<file path="config.mk">
export PLATFORM = sky130hd
export DESIGN_NAME = encode_bin_ep
export DESIGN_NICKNAME = d
export VERILOG_FILES = /design/src/rtl/cabac_enc_pkg.sv /design/src/rtl/ep_bit_emitter.sv /design/src/rtl/encode_bin_ep.sv
export SDC_FILE = /design/constraint.sdc
export NUM_CORES = 1
export LEC_CHECK = 0
export CAP_MARGIN = 20
export CORE_MARGIN = 2
export CORE_UTILIZATION = 48
export DETAILED_ROUTE_END_ITERATION = 10
export PLACE_DENSITY = 0.79
export SYNTH_ARGS = -nofsm -noshare
export SYNTH_HDL_FRONTEND = slang
export SYNTH_HIERARCHICAL = 1
export SYNTH_SLANG_ARGS = --single-unit
</file>
<file path="constraint.sdc">
create_clock -name clk -period 3.5 [get_ports clk]
set_input_delay 0.525 -clock clk [delete_from_list [all_inputs] [get_ports clk]]
set_output_delay 0.525 -clock clk [all_outputs]
set_load 0.01 [all_outputs]
</file>
<file path="src/rtl/cabac_enc_pkg.sv">
// Shared types and constants for the CABAC bypass-bin encoder.
// Optional feature macro used by the encoder: EP_FIRST_BIT_SKIP_EN.
package cabac_enc_pkg;

  localparam int unsigned LOW_W_DEF   = 10;
  localparam int unsigned RANGE_W_DEF = 9;
  localparam int unsigned OUTST_W_DEF = 16;

  localparam int unsigned QUARTER = 256;
  localparam int unsigned HALF    = 2 * QUARTER;
  localparam int unsigned FULL    = 4 * QUARTER;

  typedef enum logic [2:0] {
    ST_IDLE,
    ST_EMIT_B,
    ST_EMIT_OUT,
    ST_FLUSH2,
    ST_FLUSH3
  } state_e;

endpackage

</file>
<file path="src/rtl/ep_bit_emitter.sv">
// PutBit engine: emits b followed by the pending outstanding !b bits over
// the valid/ready bit port, and owns the outstanding-bit counter.
module ep_bit_emitter
  import cabac_enc_pkg::*;
#(
  parameter int unsigned OUTST_W = OUTST_W_DEF
) (
  input  logic               clk,
  input  logic               rst,
  input  logic               clear,
  input  logic               put_req,
  input  logic               put_bit,
  input  logic               put_skip,
  input  logic               inc_outst,
  input  logic               bit_ready,
  output logic               busy,
  output logic               fin,
  output logic               bit_valid,
  output logic               bit_out,
  output logic [OUTST_W-1:0] outst,
  output logic               overflow
);

  localparam logic [OUTST_W-1:0] OUTST_MAX = '1;
  localparam logic [OUTST_W-1:0] OUTST_ONE = OUTST_W'(1);

  state_e             state;
  state_e             state_nxt;
  logic               b_q;
  logic [OUTST_W-1:0] outst_q;
  logic               ovf_q;

  always_ff @(posedge clk) begin
    if (rst) state <= ST_IDLE;
    else     state <= state_nxt;
  end

  always_comb begin
    state_nxt = state;
    case (state)
      ST_IDLE: begin
        if (put_req) begin
          if (!put_skip)           state_nxt = ST_EMIT_B;
          else if (outst_q != '0)  state_nxt = ST_EMIT_OUT;
        end
      end
      ST_EMIT_B: begin
        if (bit_ready) state_nxt = (outst_q != '0) ? ST_EMIT_OUT : ST_IDLE;
      end
      ST_EMIT_OUT: begin
        // <= 1 rather than == 1 so a corrupted (saturated) count can never hang here
        if (bit_ready && outst_q <= OUTST_ONE) state_nxt = ST_IDLE;
      end
      default: state_nxt = ST_IDLE;
    endcase
  end

  always_comb begin
    busy      = (state == ST_EMIT_B) || (state == ST_EMIT_OUT);
    bit_valid = busy;
    bit_out   = (state == ST_EMIT_OUT) ? ~b_q : b_q;
    fin       = ((state == ST_EMIT_B)   && bit_ready && (outst_q == '0)) ||
                ((state == ST_EMIT_OUT) && bit_ready && (outst_q <= OUTST_ONE));
    outst     = outst_q;
    overflow  = ovf_q;
  end

  // Counter: increments from the top never coincide with emission decrements.
  always_ff @(posedge clk) begin
    if (rst) begin
      b_q     <= 1'b0;
      outst_q <= '0;
      ovf_q   <= 1'b0;
    end else begin
      if (put_req) b_q <= put_bit;
      if (clear) begin
        outst_q <= '0;
      end else if (inc_outst) begin
        if (outst_q == OUTST_MAX) ovf_q   <= 1'b1;
        else                      outst_q <= outst_q + OUTST_ONE;
      end else if (state == ST_EMIT_OUT && bit_ready && outst_q != '0) begin
        outst_q <= outst_q - OUTST_ONE;
      end
    end
  end

endmodule

</file>
<file path="src/rtl/encode_bin_ep.sv">
// CABAC bypass-bin encoder: low-register update, IDLE arbitration and flush.
// Optional macro EP_FIRST_BIT_SKIP_EN suppresses the first PutBit's b bit.
module encode_bin_ep
  import cabac_enc_pkg::*;
#(
  parameter int unsigned LOW_W   = LOW_W_DEF,
  parameter int unsigned RANGE_W = RANGE_W_DEF,
  parameter int unsigned OUTST_W = OUTST_W_DEF
) (
  input  logic               clk,
  input  logic               rst,
  input  logic               init,
  input  logic               in_valid,
  output logic               in_ready,
  input  logic               bin_in,
  input  logic [RANGE_W-1:0] range_in,
  input  logic               flush,
  output logic               bit_valid,
  output logic               bit_out,
  input  logic               bit_ready,
  output logic               done,
  output logic [LOW_W-1:0]   low_out,
  output logic [OUTST_W-1:0] outst_out,
  output logic               overflow
);

  localparam int unsigned S_W = LOW_W + 2;

  state_e           state;
  state_e           state_nxt;
  logic [LOW_W-1:0] low_q;
  logic [LOW_W-1:0] low_nxt;
  logic [S_W-1:0]   s;
  logic             flushing;
  logic             done_q;
  logic             idle_ok;
  logic             accept;
  logic             do_init;
  logic             do_flush;
  logic             flush_end;
  logic             s_hi;
  logic             s_lo;
  logic             put_req;
  logic             put_bit;
  logic             put_skip;
  logic             emit_busy;
  logic             emit_fin;
  logic             emit_valid;
  logic             emit_bit;

  // Arbitration in IDLE: init > flush > bin.
  always_comb begin
    idle_ok   = (state == ST_IDLE) && !emit_busy && !flushing;
    do_init   = idle_ok && init;
    do_flush  = idle_ok && !init && flush;
    accept    = in_valid && in_ready;
    flush_end = (state == ST_FLUSH3) && bit_ready;
    s         = (S_W'(low_q) << 1) + (bin_in ? S_W'(range_in) : S_W'(0));
    s_hi      = s >= S_W'(FULL);
    s_lo      = s <  S_W'(HALF);
    if (s_hi)      low_nxt = LOW_W'(s - S_W'(FULL));
    else if (s_lo) low_nxt = LOW_W'(s);
    else           low_nxt = LOW_W'(s - S_W'(HALF));
    put_req   = (accept && (s_hi || s_lo)) || do_flush;
    put_bit   = do_flush ? low_q[LOW_W-1] : s_hi;
  end

`ifdef EP_FIRST_BIT_SKIP_EN
  logic first_q;

  always_ff @(posedge clk) begin
    if (rst || do_init || flush_end) first_q <= 1'b1;
    else if (put_req)                first_q <= 1'b0;
  end

  assign put_skip = first_q;
`else
  assign put_skip = 1'b0;
`endif

  ep_bit_emitter #(.OUTST_W(OUTST_W)) u_emit (
    .clk       (clk),
    .rst       (rst),
    .clear     (do_init || flush_end),
    .put_req   (put_req),
    .put_bit   (put_bit),
    .put_skip  (put_skip),
    .inc_outst (accept && !s_hi && !s_lo),
    .bit_ready (bit_ready),
    .busy      (emit_busy),
    .fin       (emit_fin),
    .bit_valid (emit_valid),
    .bit_out   (emit_bit),
    .outst     (outst_out),
    .overflow  (overflow)
  );

  always_ff @(posedge clk) begin
    if (rst) state <= ST_IDLE;
    else     state <= state_nxt;
  end

  always_comb begin
    state_nxt = state;
    case (state)
      ST_IDLE:   if (flushing && (emit_fin || !emit_busy)) state_nxt = ST_FLUSH2;
      ST_FLUSH2: if (bit_ready) state_nxt = ST_FLUSH3;
      ST_FLUSH3: if (bit_ready) state_nxt = ST_IDLE;
      default:   state_nxt = ST_IDLE;
    endcase
  end

  always_comb begin
    in_ready  = (state == ST_IDLE) && !emit_busy && !flushing && !init && !flush;
    bit_valid = emit_valid || (state == ST_FLUSH2) || (state == ST_FLUSH3);
    case (state)
      ST_FLUSH2: bit_out = low_q[LOW_W-2];
      ST_FLUSH3: bit_out = 1'b1;
      default:   bit_out = emit_bit;
    endcase
    done      = done_q;
    low_out   = low_q;
  end

  always_ff @(posedge clk) begin
    if (rst) begin
      low_q    <= '0;
      flushing <= 1'b0;
      done_q   <= 1'b0;
    end else begin
      done_q <= flush_end;
      if (do_init || flush_end) low_q <= '0;
      else if (accept)          low_q <= low_nxt;
      if (do_flush)                  flushing <= 1'b1;
      else if (state_nxt == ST_FLUSH2) flushing <= 1'b0;
    end
  end

endmodule

</file>
# Word level (Yosys, flattened, before mapping)
# Cells that the tools add are included.
[totals] ff_bits=36 output_inout_bits=31 in_bits=16 elab_cells=90
[op_classes] bitwise_logic=2 order_cmp=3 addsub=5 eq_ne=10 n_reduce_logical=42 mux=20
[op_table] operator="16-bit 2-to-1 mux" count=3
[op_table] operator="10-bit 2-to-1 mux" count=2
[op_table] operator="1-bit logical AND" count=18
[op_table] operator="3-bit 2-to-1 mux" count=6
[op_table] operator="3-bit case mux with 3 select lines" count=2
[op_table] operator="16-bit by 1-bit adder with 16-bit output, second input constant" count=1
[op_table] operator="16-bit equality test, second input constant" count=1
[op_table] operator="16-bit by 1-bit less-or-equal comparator with 1-bit output, second input constant" count=1
[op_table] operator="16-bit zero test" count=1
[op_table] operator="16-bit nonzero test" count=1
[op_table] operator="16-bit by 1-bit subtractor with 16-bit output, second input constant" count=1
[op_table] operator="11-bit by 9-bit adder with 12-bit output" count=1
[op_table] operator="12-bit by 11-bit greater-or-equal comparator with 1-bit output, second input constant" count=1
[op_table] operator="12-bit by 10-bit < comparator with 1-bit output, second input constant" count=1
[op_table] operator="10-bit by 1-bit subtractor with 10-bit output, second input constant" count=1
[op_table] operator="10-bit subtractor, second input constant" count=1
[op_table] operator="3-bit by 2-bit equality test with 1-bit output, second input constant" count=3
[op_table] operator="9-bit 2-to-1 mux" count=1
[op_table] operator="1-bit logical OR" count=8
[op_table] operator="1-bit zero test" count=6
[op_table] operator="3-bit zero test" count=2
[op_table] operator="2-bit != test, second input constant" count=3
[op_table] operator="3-bit AND reduction" count=2
[op_table] operator="1-bit 2-to-1 mux" count=4
[op_table] operator="other kinds (9)" count=11

# Depth between registers and ports, before layout
[logic_depth] depth_word=12 mapped_depth=14 depth_no_buf=13

# Cells and area by module
# The synthesis kept the hierarchy.
[modules_own_cells] module="ep_bit_emitter" area_each_um2=1541.5 seq_area_each_um2=400.4 instances=1 cells_per_inst=195
[modules_own_cells] module="encode_bin_ep" area_each_um2=1186.1 seq_area_each_um2=300.3 instances=1 cells_per_inst=149

# Worst setup path after synthesis
# No wires, ideal clock.
[synth_timing] path_type="input port to flip-flop" from="in range_in[1]" to="reg u_emit.outst_q[10] (netlist: u_emit/outst[10])" t_arrival_ps=3551 stages=13 path_slack_ps=-121 n_path_buf=0 setup_ps=70 required_time_ps=3430 path_cell_list="and2_1 > ha_1 > fa_1 > a211oi_2 > o21ai_2 > and4_4 > nor3_1 > and4b_1 > or2b_2 > nor4_1 > o22ai_1 > a211o_2 > a21oi_1"
[synth_via] elab_chain_cells=8 elab_cells_between_ends=12 classes_between="add/sub: 1; order compare: 2; eq/ne: 1; mux: 2; reduce/logical: 6"
[synth_rtl] item="start: declaration" line_no="encode_bin_ep.sv:16" source="input logic [RANGE_W-1:0] range_in,"
[synth_rtl] item="9-bit 2-to-1 mux *" line_no="encode_bin_ep.sv:58" source="s = (S_W'(low_q) << 1) + (bin_in ? S_W'(range_in) : S_W'(0));"
[synth_rtl] item="11-bit by 9-bit adder with 12-bit output *" line_no="encode_bin_ep.sv:58"
[synth_rtl] item="12-bit by 11-bit greater-or-equal comparator with 1-bit output" line_no="encode_bin_ep.sv:59" source="s_hi = s >= S_W'(FULL);"
[synth_rtl] item="1-bit zero test" line_no="encode_bin_ep.sv:88" source=".inc_outst (accept && !s_hi && !s_lo),"
[synth_rtl] item="1-bit logical AND" line_no="encode_bin_ep.sv:88"
[synth_rtl] item="1-bit logical AND *" line_no="encode_bin_ep.sv:88"
[synth_rtl] item="2-bit != test (no source line) or 2-bit nonzero test (tied branches)"
[synth_rtl] item="2-bit AND reduction (no source line)"
[synth_rtl] item="end signal: assignment" line_no="ep_bit_emitter.sv:80" source="else outst_q <= outst_q + OUTST_ONE;"
[synth_rtl] item="end signal: assignment" line_no="ep_bit_emitter.sv:82" source="outst_q <= outst_q - OUTST_ONE;"
[synth_rtl] item="end: declaration" line_no="ep_bit_emitter.sv:30" source="logic [OUTST_W-1:0] outst_q;"
# Mark *: on every way between the ends. The rest lies on a longest branch, timed or not.
# A chain may end at the register's enable or synchronous reset.

# Worst setup path after layout
[layout_timing] from="in range_in[8]" to="reg u_emit.state[1]"
[layout_via] elab_chain_cells=8 elab_cells_between_ends=9 classes_between="add/sub: 1; order compare: 2; eq/ne: 1; mux: 1; reduce/logical: 4"
[layout_rtl] item="9-bit 2-to-1 mux *" line_no="encode_bin_ep.sv:58"
[layout_rtl] item="11-bit by 9-bit adder with 12-bit output *" line_no="encode_bin_ep.sv:58"
[layout_rtl] item="12-bit by 11-bit greater-or-equal comparator with 1-bit output or 12-bit by 10-bit < comparator with 1-bit output (tied branches)" line_no="encode_bin_ep.sv:59, encode_bin_ep.sv:60"
[layout_rtl] item="1-bit logical OR *" line_no="encode_bin_ep.sv:64" source="put_req = (accept && (s_hi || s_lo)) || do_flush;"
[layout_rtl] item="1-bit logical AND *" line_no="encode_bin_ep.sv:64"
[layout_rtl] item="1-bit logical OR *" line_no="encode_bin_ep.sv:64"
[layout_rtl] item="net put_req" line_no="encode_bin_ep.sv:43" source="logic put_req;"
[layout_rtl] item="2-bit != test (no source line) *"
[layout_rtl] item="3-bit AND reduction (no source line) *"
[layout_rtl] item="end signal: assignment" line_no="ep_bit_emitter.sv:35" source="else state <= state_nxt;"
[layout_rtl] item="end: declaration" line_no="ep_bit_emitter.sv:27" source="state_e state;"
# Mark *: on every way through the listed nets, which the timed path passes. The rest lies on a longest branch.

==> reports/qor.txt <==
clock skew -> 0.00778 ns
Mapped Avg Cell Area -> 7.93 sq um
Yosys cell types -> 71
RSZ-0062 raised after global routing -> yes
max_cap viols -> 0
CTS max path bufs -> 2
crit-path max FO -> 4
Synth Area in Simple Gates -> 29.4%
number of cells on the worst hold path -> 2
die area -> 0.00630 sq mm
# placed instances -> 495
Clock Latency Late Sink -> 0.29 ns
initial antenna violation count -> 0
Filler cells -> 443
fin. max-slew vios -> 0
Area contributors post-synth -> dfxtp_1 26%, ha_1 6.9%, a21oi_1 5.1%
area leader, netlist -> dfxtp_1
Cell Area, Placed -> 0.00353 sq mm
Setup CP Type -> input pin to register
Async SR Flop Fraction -> 0%
core outline area -> 0.00551 sq mm
outcome -> complete, no violations
port buffer count -> 46
endpoint class of the critical path -> register
R2R cell count -> 13
fin area -> 0.00382 sq mm
number of synthesized flops with an enable pin -> 0
top cells by count, synth -> 35 x dfxtp_1, 31 x nand2_1, 28 x a21oi_1
Syn Std Cell Area -> 0.00273 sq mm
ant diodes -> 0
total CTS buffers -> 5
DR vias -> 3,004
multi-input logic area -> 0.00206 sq mm
Compound-Gate Fraction of Synth Area -> 24.7%
final setup violation count -> 0
TritonCTS clock tree -> built
# DRC -> 0
Most used DFF post-synth -> dfxtp_1
GPL Wtd Cong -> 0.892
R2R setup slack -> 0.42 ns
CTS Root Cell -> clkbuf_8
Die Ht -> 79.4 um
WP data arrival -> 3.51 ns
Post-DP HPWL -> 5700 um
hold_buf cts -> 0
synthesized-area fraction occupied by adder cells -> 7.61%
synth warn -> 6
Final period util -> 95.3%
Power Dens Cells -> 246 mW/mm^2
site row count -> 27
clock-pin slew on the worst setup and hold paths -> 0.07 ns
total wire length -> 8280 um
Fin Setup TNS -> 0 ns
pin count of the biggest net entering global routing -> 19
startpoint type of the worst setup path -> input pin
Cells after Synth -> 344
top cell type's share of synthesized area -> 25.7%
Worst Tran Pin Value -> 0.565 ns
xor/xnor share of the synthesized area -> 2.57%
Antenna Nets Post-Route -> 0
Overflow after GRT -> 0
Area growth, synth to finish -> 40.2%
vias in the first global route -> 2,895
worst path required time -> 3.67 ns
first-pass GRT wire length -> 13,100 um
largest family of logic cells by synthesized area -> simple AND/OR/NAND/NOR gates
final hold vios -> 0
fmax -> 300 MHz
Reg area -> 701 sq um
Max-slew headroom -> 62.3%
Static Leakage -> 0.00153 uW
mux contribution to synthesized area -> 3.72%
initial core utilization -> 49.5%
# IOs -> 47
Final min period -> 3.33 ns
worst IR drop on VDD -> 0.182 mV
share of cells above drive strength 1 -> 25.8%
Die Span X -> 79.4 um
HP Class -> register to register
final net count -> 466
final core occ -> 69.4%
FF+latch count, synth -> 35
count leader, synth -> dfxtp_1
Finished Layout Cells -> 506
CTS sink count -> 35
WL per Instance -> 16.4 um
Starting DRT DRC Count -> 165
Detailed Routing Iterations Pass 1 -> 5
Vias per Instance -> 5.94
CTS H-tree depth -> 2
overall routing resource usage -> 26.1%
sequential area share after synthesis -> 25.7%
==> sequential cells by signal (all words and copies together), names as in the netlist <==
name             flops
u_emit/outst        16
low_out             10
state                3
u_emit/state         2
done                 1
flushing             1
u_emit/b_q           1
u_emit/overflow      1
==> worst paths after layout <==
path                                  start              end
worst max-delay path            range_in[8]  u_emit/state[1]
worst min-delay path             low_out[2]       low_out[2]
worst max register to register   low_out[0]  u_emit/outst[9]
worst min register to register   low_out[2]       low_out[2]
==> routing by layer <==
layer	share of wire [%]	GRT usage, %	vias to the layer above
li1	-	-	1451
met1	44	34.0	1415
met2	47	43.1	121
met3	6.9	5.32	17
met4	1.8	8.62	0
met5	0	0	-
==> metrics by stage <==
step / hold WS, ns / power, uW / worst slack, ns
after floorplan: 0.467 / 544 / 0.0208
after CTS: 0.481 / 935 / 0.0197
after global placement: 0.465 / 621 / -0.608
final: 0.486 / 939 / 0.165
after global routing: 0.514 / 975 / -0.0571
after detailed placement: 0.470 / 625 / -0.658
==> report_power, final <==
part / switching (uW) / internal (uW) / leakage (uW)
combinational: 116 / 102 / 0.00120
sequential: 7.50 / 405 / 0.000282
clock: 154 / 155 / 0.0000470
total: 278 / 661 / 0.00153
==> layout make-up <==
type / instances / share of cell area [%]
clock buffer: 6 / 2.16
clock inverter: 1 / 0.131
inverter: 12 / 1.18
multi-input combinational: 283 / 53.8
sequential: 35 / 18.3
tap: 72 / 2.36
timing repair buffer: 97 / 22.1
==> worst max-delay path, cell delays in order <==
cell	delay, ns
clkdlybuf4s50_1	0.46
and2_4	0.15
ha_4	0.20
buf_4	0.13
a21o_1	0.19
o22a_1	0.20
buf_4	0.14
buf_4	0.13
o31a_1	0.27
a22oi_1	0.27
inv_1	0.10
a22oi_1	0.32
nand2_1	0.08
o21ai_0	0.23
o41ai_2	0.11
==> layout by cell type (no fill, tap or decap), types with 7 or more instances in the layout <==
master           count
and2_1               7
dfxtp_1             35
mux2i_1              9
nor3_1              10
nand3_1             20
or3_1               10
a31oi_1              7
a21oi_1             24
ha_1                11
clkdlybuf4s50_1     43
nand2_1             31
buf_4               50
inv_1               12
o21ai_0              8
nor3_2               8
nor2_1              27
==> cells by family after synthesis <==
logic type               count (synthesis)
AO/OA/AOI/OAI                           95
adder cells (fa/ha/maj)                 16
flip-flops                              35
XOR/XNOR                                 8
AND/OR/NAND/NOR                        150
buffers and inverters                   29
other                                    1
multiplexers                            10
==> repair_timing <==
action	CTS	global route
setup buffers	4	1
gates cloned	1	0
endpoints found under the hold margin	0	0
endpoints found under the setup margin	18	16
resized for setup	23	18
pin swaps	15	10
No activity file was read; power rests on OpenSTA's default activity.
